File: src/rtl/gpio_pkg.sv
`default_nettype none
// ============================================================================
// gpio_pkg : shared constants and state encoding for the GPIO serializer
// Rev 1.0
// ============================================================================
package gpio_pkg;

   localparam int c_def_width = 32;
   localparam int c_def_div   = 4;

   typedef enum logic [1:0] {
      ST_IDLE  = 2'd0,
      ST_SHIFT = 2'd1,
      ST_LATCH = 2'd2
   } state_t;

   // Counter width helper that never returns zero (DIV = 1 or WIDTH = 1).
   function automatic int clog2_min1(input int v);
      return (v > 1) ? $clog2(v) : 1;
   endfunction

endpackage
`default_nettype wire

File: src/rtl/gpio_shift_out_if.sv
`default_nettype none
// ============================================================================
// gpio_shift_out_if : GPIO word in, serial shift-register chain out
// Rev 1.0
// ============================================================================
interface gpio_shift_out_if #(
   parameter int WIDTH = gpio_pkg::c_def_width
);
   logic [WIDTH-1:0] Q_in;
   logic             refresh;
   logic             sclk;
   logic             sdata;
   logic             slatch;
   logic             busy;

   modport master (
      output Q_in, refresh,
      input  sclk, sdata, slatch, busy
   );

   modport slave (
      input  Q_in, refresh,
      output sclk, sdata, slatch, busy
   );
endinterface
`default_nettype wire

File: src/rtl/gpio_shift_div.sv
`default_nettype none
// ============================================================================
// gpio_shift_div : half-period counter, one-cycle tick every DIV enabled cycles
// Rev 1.0
// ============================================================================
module gpio_shift_div
   import gpio_pkg::*;
#(
   parameter int DIV = c_def_div
) (
   input  logic clock,
   input  logic reset,
   input  logic i_en,
   output logic o_tick
);
   localparam int               c_cw   = clog2_min1(DIV);
   localparam logic [c_cw-1:0]  c_last = c_cw'(DIV - 1);

   logic [c_cw-1:0] r_cnt;

   always_ff @(posedge clock or negedge reset) begin
      if (!reset) begin
         r_cnt <= '0;
      end else if (!i_en || (r_cnt == c_last)) begin
         r_cnt <= '0;
      end else begin
         r_cnt <= r_cnt + 1'b1;
      end
   end

   assign o_tick = i_en && (r_cnt == c_last);

endmodule
`default_nettype wire

File: src/rtl/gpio_shift_out.sv
`default_nettype none
// ============================================================================
// gpio_shift_out : serializes the GPIO output word MSB first to an external
//                  shift-register chain whenever it changes or on refresh
// Rev 1.0
// ============================================================================
module gpio_shift_out
   import gpio_pkg::*;
#(
   parameter int WIDTH = c_def_width,
   parameter int DIV   = c_def_div
) (
   input  logic            clock,
   input  logic            reset,
   gpio_shift_out_if.slave bus
);
   localparam int              c_bw      = clog2_min1(WIDTH);
   localparam logic [c_bw-1:0] c_top_bit = c_bw'(WIDTH - 1);

   state_t           r_state,  w_state;
   logic [WIDTH-1:0] r_shreg,  w_shreg;
   logic [WIDTH-1:0] r_shadow, w_shadow;
   logic [WIDTH-1:0] w_shl;
   logic [c_bw-1:0]  r_bit,    w_bit;
   logic             r_sclk,   w_sclk;
   logic             r_sdata,  w_sdata;
   logic             r_slatch, w_slatch;
   logic             r_busy,   w_busy;
   logic             w_start;
   logic             w_tick;
   logic             w_div_en;

   assign w_div_en = (r_state != ST_IDLE);

   gpio_shift_div #(
      .DIV (DIV)
   ) u_div (
      .clock  (clock),
      .reset  (reset),
      .i_en   (w_div_en),
      .o_tick (w_tick)
   );

   // Refresh and a changed word collapse into one start request.
   assign w_start = (bus.Q_in != r_shadow) || bus.refresh;
   assign w_shl   = r_shreg << 1;

   always_comb begin
      w_state  = r_state;
      w_shreg  = r_shreg;
      w_shadow = r_shadow;
      w_bit    = r_bit;
      w_sclk   = r_sclk;
      w_sdata  = r_sdata;
      w_slatch = r_slatch;
      w_busy   = r_busy;
      case (r_state)
         ST_IDLE: begin
            if (w_start) begin
               w_state  = ST_SHIFT;
               w_shreg  = bus.Q_in;
               w_shadow = bus.Q_in;
               w_sdata  = bus.Q_in[WIDTH-1];
               w_sclk   = 1'b0;
               w_bit    = c_top_bit;
               w_busy   = 1'b1;
            end
         end
         ST_SHIFT: begin
            if (w_tick) begin
               if (!r_sclk) begin
                  w_sclk = 1'b1;
               end else if (r_bit == '0) begin
                  w_sclk   = 1'b0;
                  w_slatch = 1'b1;
                  w_state  = ST_LATCH;
               end else begin
                  // Data only moves on the falling edge that starts a bit.
                  w_sclk  = 1'b0;
                  w_bit   = r_bit - 1'b1;
                  w_shreg = w_shl;
                  w_sdata = w_shl[WIDTH-1];
               end
            end
         end
         ST_LATCH: begin
            if (w_tick) begin
               w_slatch = 1'b0;
               w_busy   = 1'b0;
               w_state  = ST_IDLE;
            end
         end
         default: begin
            w_state  = ST_IDLE;
            w_sclk   = 1'b0;
            w_slatch = 1'b0;
            w_busy   = 1'b0;
         end
      endcase
   end

   always_ff @(posedge clock or negedge reset) begin
      if (!reset) begin
         r_state  <= ST_IDLE;
         r_shreg  <= '0;
         r_shadow <= '0;
         r_bit    <= '0;
         r_sclk   <= 1'b0;
         r_sdata  <= 1'b0;
         r_slatch <= 1'b0;
         r_busy   <= 1'b0;
      end else begin
         r_state  <= w_state;
         r_shreg  <= w_shreg;
         r_shadow <= w_shadow;
         r_bit    <= w_bit;
         r_sclk   <= w_sclk;
         r_sdata  <= w_sdata;
         r_slatch <= w_slatch;
         r_busy   <= w_busy;
      end
   end

   assign bus.sclk   = r_sclk;
   assign bus.sdata  = r_sdata;
   assign bus.slatch = r_slatch;
   assign bus.busy   = r_busy;

endmodule
`default_nettype wire

File: src/flat_wrapper.sv
// flat-port wrapper written by rule: the top's interface ports become plain ports
module gpio_shift_out_flat import gpio_pkg::*;
#(
   parameter int WIDTH = c_def_width,
   parameter int DIV   = c_def_div
)
  (clock, reset, bus_Q_in, bus_refresh, bus_sclk, bus_sdata, bus_slatch, bus_busy);
  gpio_shift_out_if #(.WIDTH(WIDTH)) bus_i ();
  input  logic clock;
  input  logic reset;
  input wire logic [$bits(bus_i.Q_in)-1:0] bus_Q_in;
  input wire logic [$bits(bus_i.refresh)-1:0] bus_refresh;
  output wire logic [$bits(bus_i.sclk)-1:0] bus_sclk;
  output wire logic [$bits(bus_i.sdata)-1:0] bus_sdata;
  output wire logic [$bits(bus_i.slatch)-1:0] bus_slatch;
  output wire logic [$bits(bus_i.busy)-1:0] bus_busy;
  assign bus_i.Q_in = bus_Q_in;
  assign bus_i.refresh = bus_refresh;
  assign bus_sclk = bus_i.sclk;
  assign bus_sdata = bus_i.sdata;
  assign bus_slatch = bus_i.slatch;
  assign bus_busy = bus_i.busy;
  gpio_shift_out #(.WIDTH(WIDTH), .DIV(DIV)) u_core (.clock(clock), .reset(reset), .bus(bus_i));
endmodule
File: config.mk
export PLATFORM = sky130hd
export DESIGN_NAME = gpio_shift_out_flat
export DESIGN_NICKNAME = d
export VERILOG_FILES = /design/src/rtl/gpio_pkg.sv /design/src/rtl/gpio_shift_out_if.sv /design/src/rtl/gpio_shift_div.sv /design/src/rtl/gpio_shift_out.sv /design/src/flat_wrapper.sv
export SDC_FILE = /design/constraint.sdc
export NUM_CORES = 1
export LEC_CHECK = 0
export ABC_AREA = 1
export CAP_MARGIN = 15
export CORE_UTILIZATION = 52
export DETAILED_ROUTE_END_ITERATION = 6
export GPL_TIMING_DRIVEN = 1
export PLACE_DENSITY = 0.76
export REMOVE_ABC_BUFFERS = 1
export SETUP_SLACK_MARGIN = 0.2
export SYNTH_ARGS = -nofsm -noshare
export SYNTH_HDL_FRONTEND = slang
export SYNTH_SLANG_ARGS = --single-unit
export TNS_END_PERCENT = 20
File: constraint.sdc
create_clock -name clock -period 1.6 [get_ports clock]
set_input_delay 0.48 -clock clock [delete_from_list [all_inputs] [get_ports clock]]
set_output_delay 0.48 -clock clock [all_outputs]
set_load 0.02 [all_outputs]
After elaboration in Yosys (flattened, before gate mapping). Cells that the tools add are included.

Bits in registers: 76. Input port bits: 35. Output and inout port bits: 4. Word-level logic and storage cells: 71.

Add/sub/neg operators: 2. Eq/ne operators: 10. Mux-type cells: 33. Bitwise gates (word level): 3. Reductions and logical operators: 14.

Operators by type and width (number): $mux 31 (4); $pmux 31 s2 (1); $ne 32x32->1 (1); $mux 5 (4); $reduce_and 5->1 (3); $mux 1 (12); $mux 2 (6); $pmux 5 s2 (1); $pmux 1 s3 (3); $ne 2x1->1 const B (3); $ne 2x2->1 const B (3); $pmux 2 s3 (1); $reduce_and 3->1 (2); $logic_not 5->1 (1); $sub 5x1->5 const B (1); $eq 2x2->1 const B (2); $reduce_bool 2->1 (2); $not 1->1 (3); $add 2x1->2 const B (1); $eq 2x1->1 const B (1); $logic_not 2->1 (1); $logic_or 1x1->1 (2); $pmux 1 s2 (1); $reduce_and 2->1 (1); other kinds (2) (2).

Depth between registers and ports, before layout.
Depth after elaboration: 5. Depth in mapped cells: 13. Mapped depth without buffers: 12.

Cells and area by module. A second synthesis with hierarchy kept.

Cells, all modules: 598. Area total of the unflattened synthesis: 4210.3 sq um.

By module, submodules not included: gpio_shift_out (instances 1, cells each 588, area an instance 4121.5 sq um, seq. area each 1851.8 sq um); gpio_shift_div (instances 1, cells each 10, area an instance 88.8 sq um, seq. area each 50.0 sq um).

Worst setup path before layout. No wires, ideal clock.

Path type: input to register. From: input bus_Q_in[6]. To: register u_core.r_shadow[22]. Library setup time: 0.117 ns. Arrival time: 1.485 ns. Path slack: -0.002 ns. Stages: 13. Buffers on the path: 2. Cell sequence: inv_1 -> nand2_1 -> nand2_1 -> nor2_1 -> nand2_1 -> nor2_1 -> nand2_1 -> nor2_1 -> nand3_2 -> buf_6 -> buf_6 -> nand4_1 -> nand2_1.

Cells in the longest elaborated chain, start to end: 3.

Ends and longest elaborated chain: start, declared (RTL line flat_wrapper.sv:11) `input wire logic [$bits(bus_i.Q_in)-1:0] bus_Q_in;`; $ne 32x32->1 (RTL line gpio_shift_out.sv:45) `assign w_start = (bus.Q_in != r_shadow) || bus.refresh;`; $logic_or 1x1->1 (RTL line gpio_shift_out.sv:45); $reduce_and 2->1 (no source line); end signal, assigned (RTL line gpio_shift_out.sv:115) `r_shadow <= w_shadow;`; end, declared (RTL line gpio_shift_out.sv:22) `logic [WIDTH-1:0] r_shadow, w_shadow;`.

No other way between the ends. A chain may end at the register's enable or synchronous reset.

Final worst setup path.
From: input bus_Q_in[29]. To: register u_core.r_shadow[31].

Same word-level chain as after synthesis.

==> impl_metrics.json <==
{
  "cts_made_buffers": 9,
  "setup_tns_ps": -23360,
  "dp.cells": 743,
  "fp.dieH_um": 91.1,
  "critPathLaunch": "bus_Q_in[29]",
  "synth_top_area_share": 0.460,
  "cts-root-buf": "clkbuf_8",
  "dr.first_iter.drc_count": 542,
  "tightest_slew_ps": 354,
  "slew_violations": 0,
  "synth_seq_area_share": 0.460,
  "register_area_um2": 1900,
  "rows": 32,
  "yosysWarnings": 0,
  "yosysUniqueCellTypes": 26,
  "final_cell_area_um2": 5750,
  "grt_max_degree": 41,
  "combPwrFrac": 0.110,
  "fp.dieW_um": 91.1,
  "crit_fanout": 7,
  "outcome": "complete, but fails checks",
  "routedWlPerCell_um": 16.6,
  "worst_setup_path_start_kind": "primary input",
  "synth_top_cell_by_area": "dfrtp_1",
  "worstHoldPathType": "in -> async",
  "grt_usage": 0.306,
  "switching_power_uw": 1060,
  "reg2reg_from": "u_core.r_shadow[8]$_DFFE_PN0P_",
  "clkPwrFrac": 0.396,
  "place_area_um2": 5020,
  "fin_ws_ps": -384,
  "final_nets": 710,
  "cts_sinks": 76,
  "grt_pass1_wl_mm": 19.8,
  "ctsHoldBuffers": 0,
  "p_int_uw": 3100,
  "relSlewSlack": 0.764,
  "insertion_delay_ps": 360,
  "ys_ff_latch": 76,
  "wl_mm": 12.9,
  "grt_setup_unrepaired": "true",
  "multiInputGateArea_um2": 2000,
  "synth.cells.most_frequent": "nand2_1, dfrtp_1, inv_1, nand3_1, nand4_1",
  "initial_utilization": 0.537,
  "fillers": 532,
  "clk_pin_slew_ps": 80,
  "antenna_found_initial": 0,
  "io_pins": 39,
  "grt_overflow": 0,
  "ys.flop_type": "dfrtp_1",
  "synth_area_leaders": "dfrtp_1, nand2_1, nand4_1",
  "diodes": 0,
  "power.density_nw_per_um2": 725,
  "finalSetupViolations": 72,
  "post-synth-top-count-cell": "nand2_1",
  "fin_skew_ps": 10.6,
  "cts_buffer_depth": 2,
  "final_antenna_net_count": 0,
  "fmax_mhz": 504,
  "fin_crit_ps": 1980,
  "drtPass1Iterations": 5,
  "critical_path_required_ps": 1850,
  "postSynth.asyncResetShare": 1.00,
  "vias": 4404,
  "ir_drop_v": 0.000456,
  "drive_gt1_frac": 0.217,
  "maxCapViolCount": 0,
  "failed_checks": "negative setup slack",
  "crit_arrival_ps": 2230,
  "worstSetupPathType": "in -> reg",
  "vias_per_cell": 5.65,
  "synth_edf_count": 0,
  "die_area_um2": 8310,
  "syn_inst": 573,
  "synth_area_um2": 4130,
  "io_buffers": 38,
  "dp_hpwl_mm": 6.57,
  "core_area_um2": 7690,
  "p_leak_uw": 0.00312,
  "area_growth_pct": 39.1,
  "gp_congestion": 0.790,
  "final_cells": 779,
  "grt_pass1_vias": 4101,
  "finalHoldViolCount": 0,
  "swShare": 0.255,
  "period_share": 1.24,
  "cts_tree": "done",
  "power_frac_seq": 0.494,
  "syn_avg_cell_area_um2": 7.21,
  "end_kind": "flip-flop",
  "htreeDepth": 3,
  "drc": 0
}
==> flip-flops by register name, summed over array words and instances (netlist names) <==
signal,cells
u_core.bus.sclk,1
u_core.u_div.r_cnt,2
u_core.bus.busy,1
u_core.r_state,2
u_core.r_shadow,32
u_core.bus.slatch,1
u_core.r_bit,5
u_core.bus.sdata,1
u_core.r_shreg,31
==> through the flow <==
step                power, µW  hold slack [ps]  worst slack, ps  utilization
detailed placement       2530              408             -787        0.653
global placement         2510              408             -737        0.653
finish                   4170             22.2             -384        0.748
CTS                      4100             28.7             -241        0.720
floorplan                2250              184            -1280            -
global route             4310             27.9             -519        0.748
==> final timing paths <==
path	endpoint	slack, ps	cells after the start
setup reg to reg	u_core.r_shadow[31]$_DFFE_PN0P_	-370	14
setup / recovery	u_core.r_shadow[31]$_DFFE_PN0P_	-380	13
hold / removal	u_core.r_bit[0]$_DFFE_PN0P_	20	1
max in group asynchronous	u_core.r_shreg[18]$_DFFE_PN0P_	1090	2
min in group clock	u_core.u_div.r_cnt[0]$_DFF_PN0_	450	1
hold reg to reg	u_core.u_div.r_cnt[0]$_DFF_PN0_	450	1
==> final cells by class <==
cell class,count,share of cell area
clock buffers,13,0.0311
clock inverters,3,0.00740
inverters,51,0.0333
multi-input cells,416,0.349
flip-flops and latches,76,0.331
well taps,102,0.0222
repair buffers,118,0.226
==> critical path, cell delays in order <==
cell	delay [ps]
dlygate4sd2_1	260
buf_4	150
nand2_1	80
nand4_1	110
nor2_2	160
nand2_1	90
nor2_2	170
nand3_4	100
buf_6	150
buf_8	150
buf_16	150
nand4_1	110
nand2_1	70
==> cell families (layout without fill, tap and decap cells) <==
family                     Yosys count  in the layout  share of synthesized area
xor gates and xnor gates            12             12                     0.0254
AOI/OAI and AO/OA                   28             28                     0.0342
DFF                                 76             76                      0.460
buffers and inverters               81            185                     0.0902
adders and majority gates            3              3                    0.00909
and+or+nand+nor                    373            373                      0.381
==> placed cells by master (no fill, tap or decap), types with 2 or more instances in the layout <==
cell	Yosys	final
nand3_4	0	2
o21ai_0	20	20
nor2_1	25	18
buf_16	0	4
nand3_2	2	7
buf_12	0	12
inv_2	5	7
dlygate4sd2_1	0	29
nand2_2	1	13
dfrtp_1	76	75
nand2_4	0	2
buf_6	5	10
nand3_1	39	32
o21ai_1	6	6
clkdlybuf4s50_1	0	3
nor3_1	3	3
ha_1	3	3
xnor2_1	7	6
nand4_1	35	35
clkbuf_16	0	4
nand2_1	262	247
buf_4	7	52
clkbuf_8	0	13
nor2_2	2	8
inv_1	46	44
xor2_1	5	5
==> power by group through the flow <==
| stage | Clock [µW] | Sequential (µW) | Combinational (µW) |
|---|---|---|---|
| after floorplan | 0 | 2070 | 178 |
| after global placement | 0 | 2080 | 432 |
| after detailed placement | 0 | 2080 | 443 |
| after CTS | 1630 | 2050 | 429 |
| after global routing | 1730 | 2060 | 514 |
| final | 1650 | 2060 | 459 |
==> routing by layer <==
metal	global-route usage	up-vias	wire length, µm	share of wire
met5	0	-	0	0
li1	-	2004	-	-
met2	0.496	266	6350	0.49
met4	0.155	0	482	0.037
met3	0.0553	55	982	0.076
met1	0.393	2079	5080	0.39
==> timing repair <==
action / in CTS / in global routing
buffers inserted: 9 / 2
resized for setup: 80 / 31
endpoints found under the setup margin: 76 / 77
gates cloned: 5 / 4
pin swaps: 24 / 15
No activity file was read; power rests on OpenSTA's default activity.
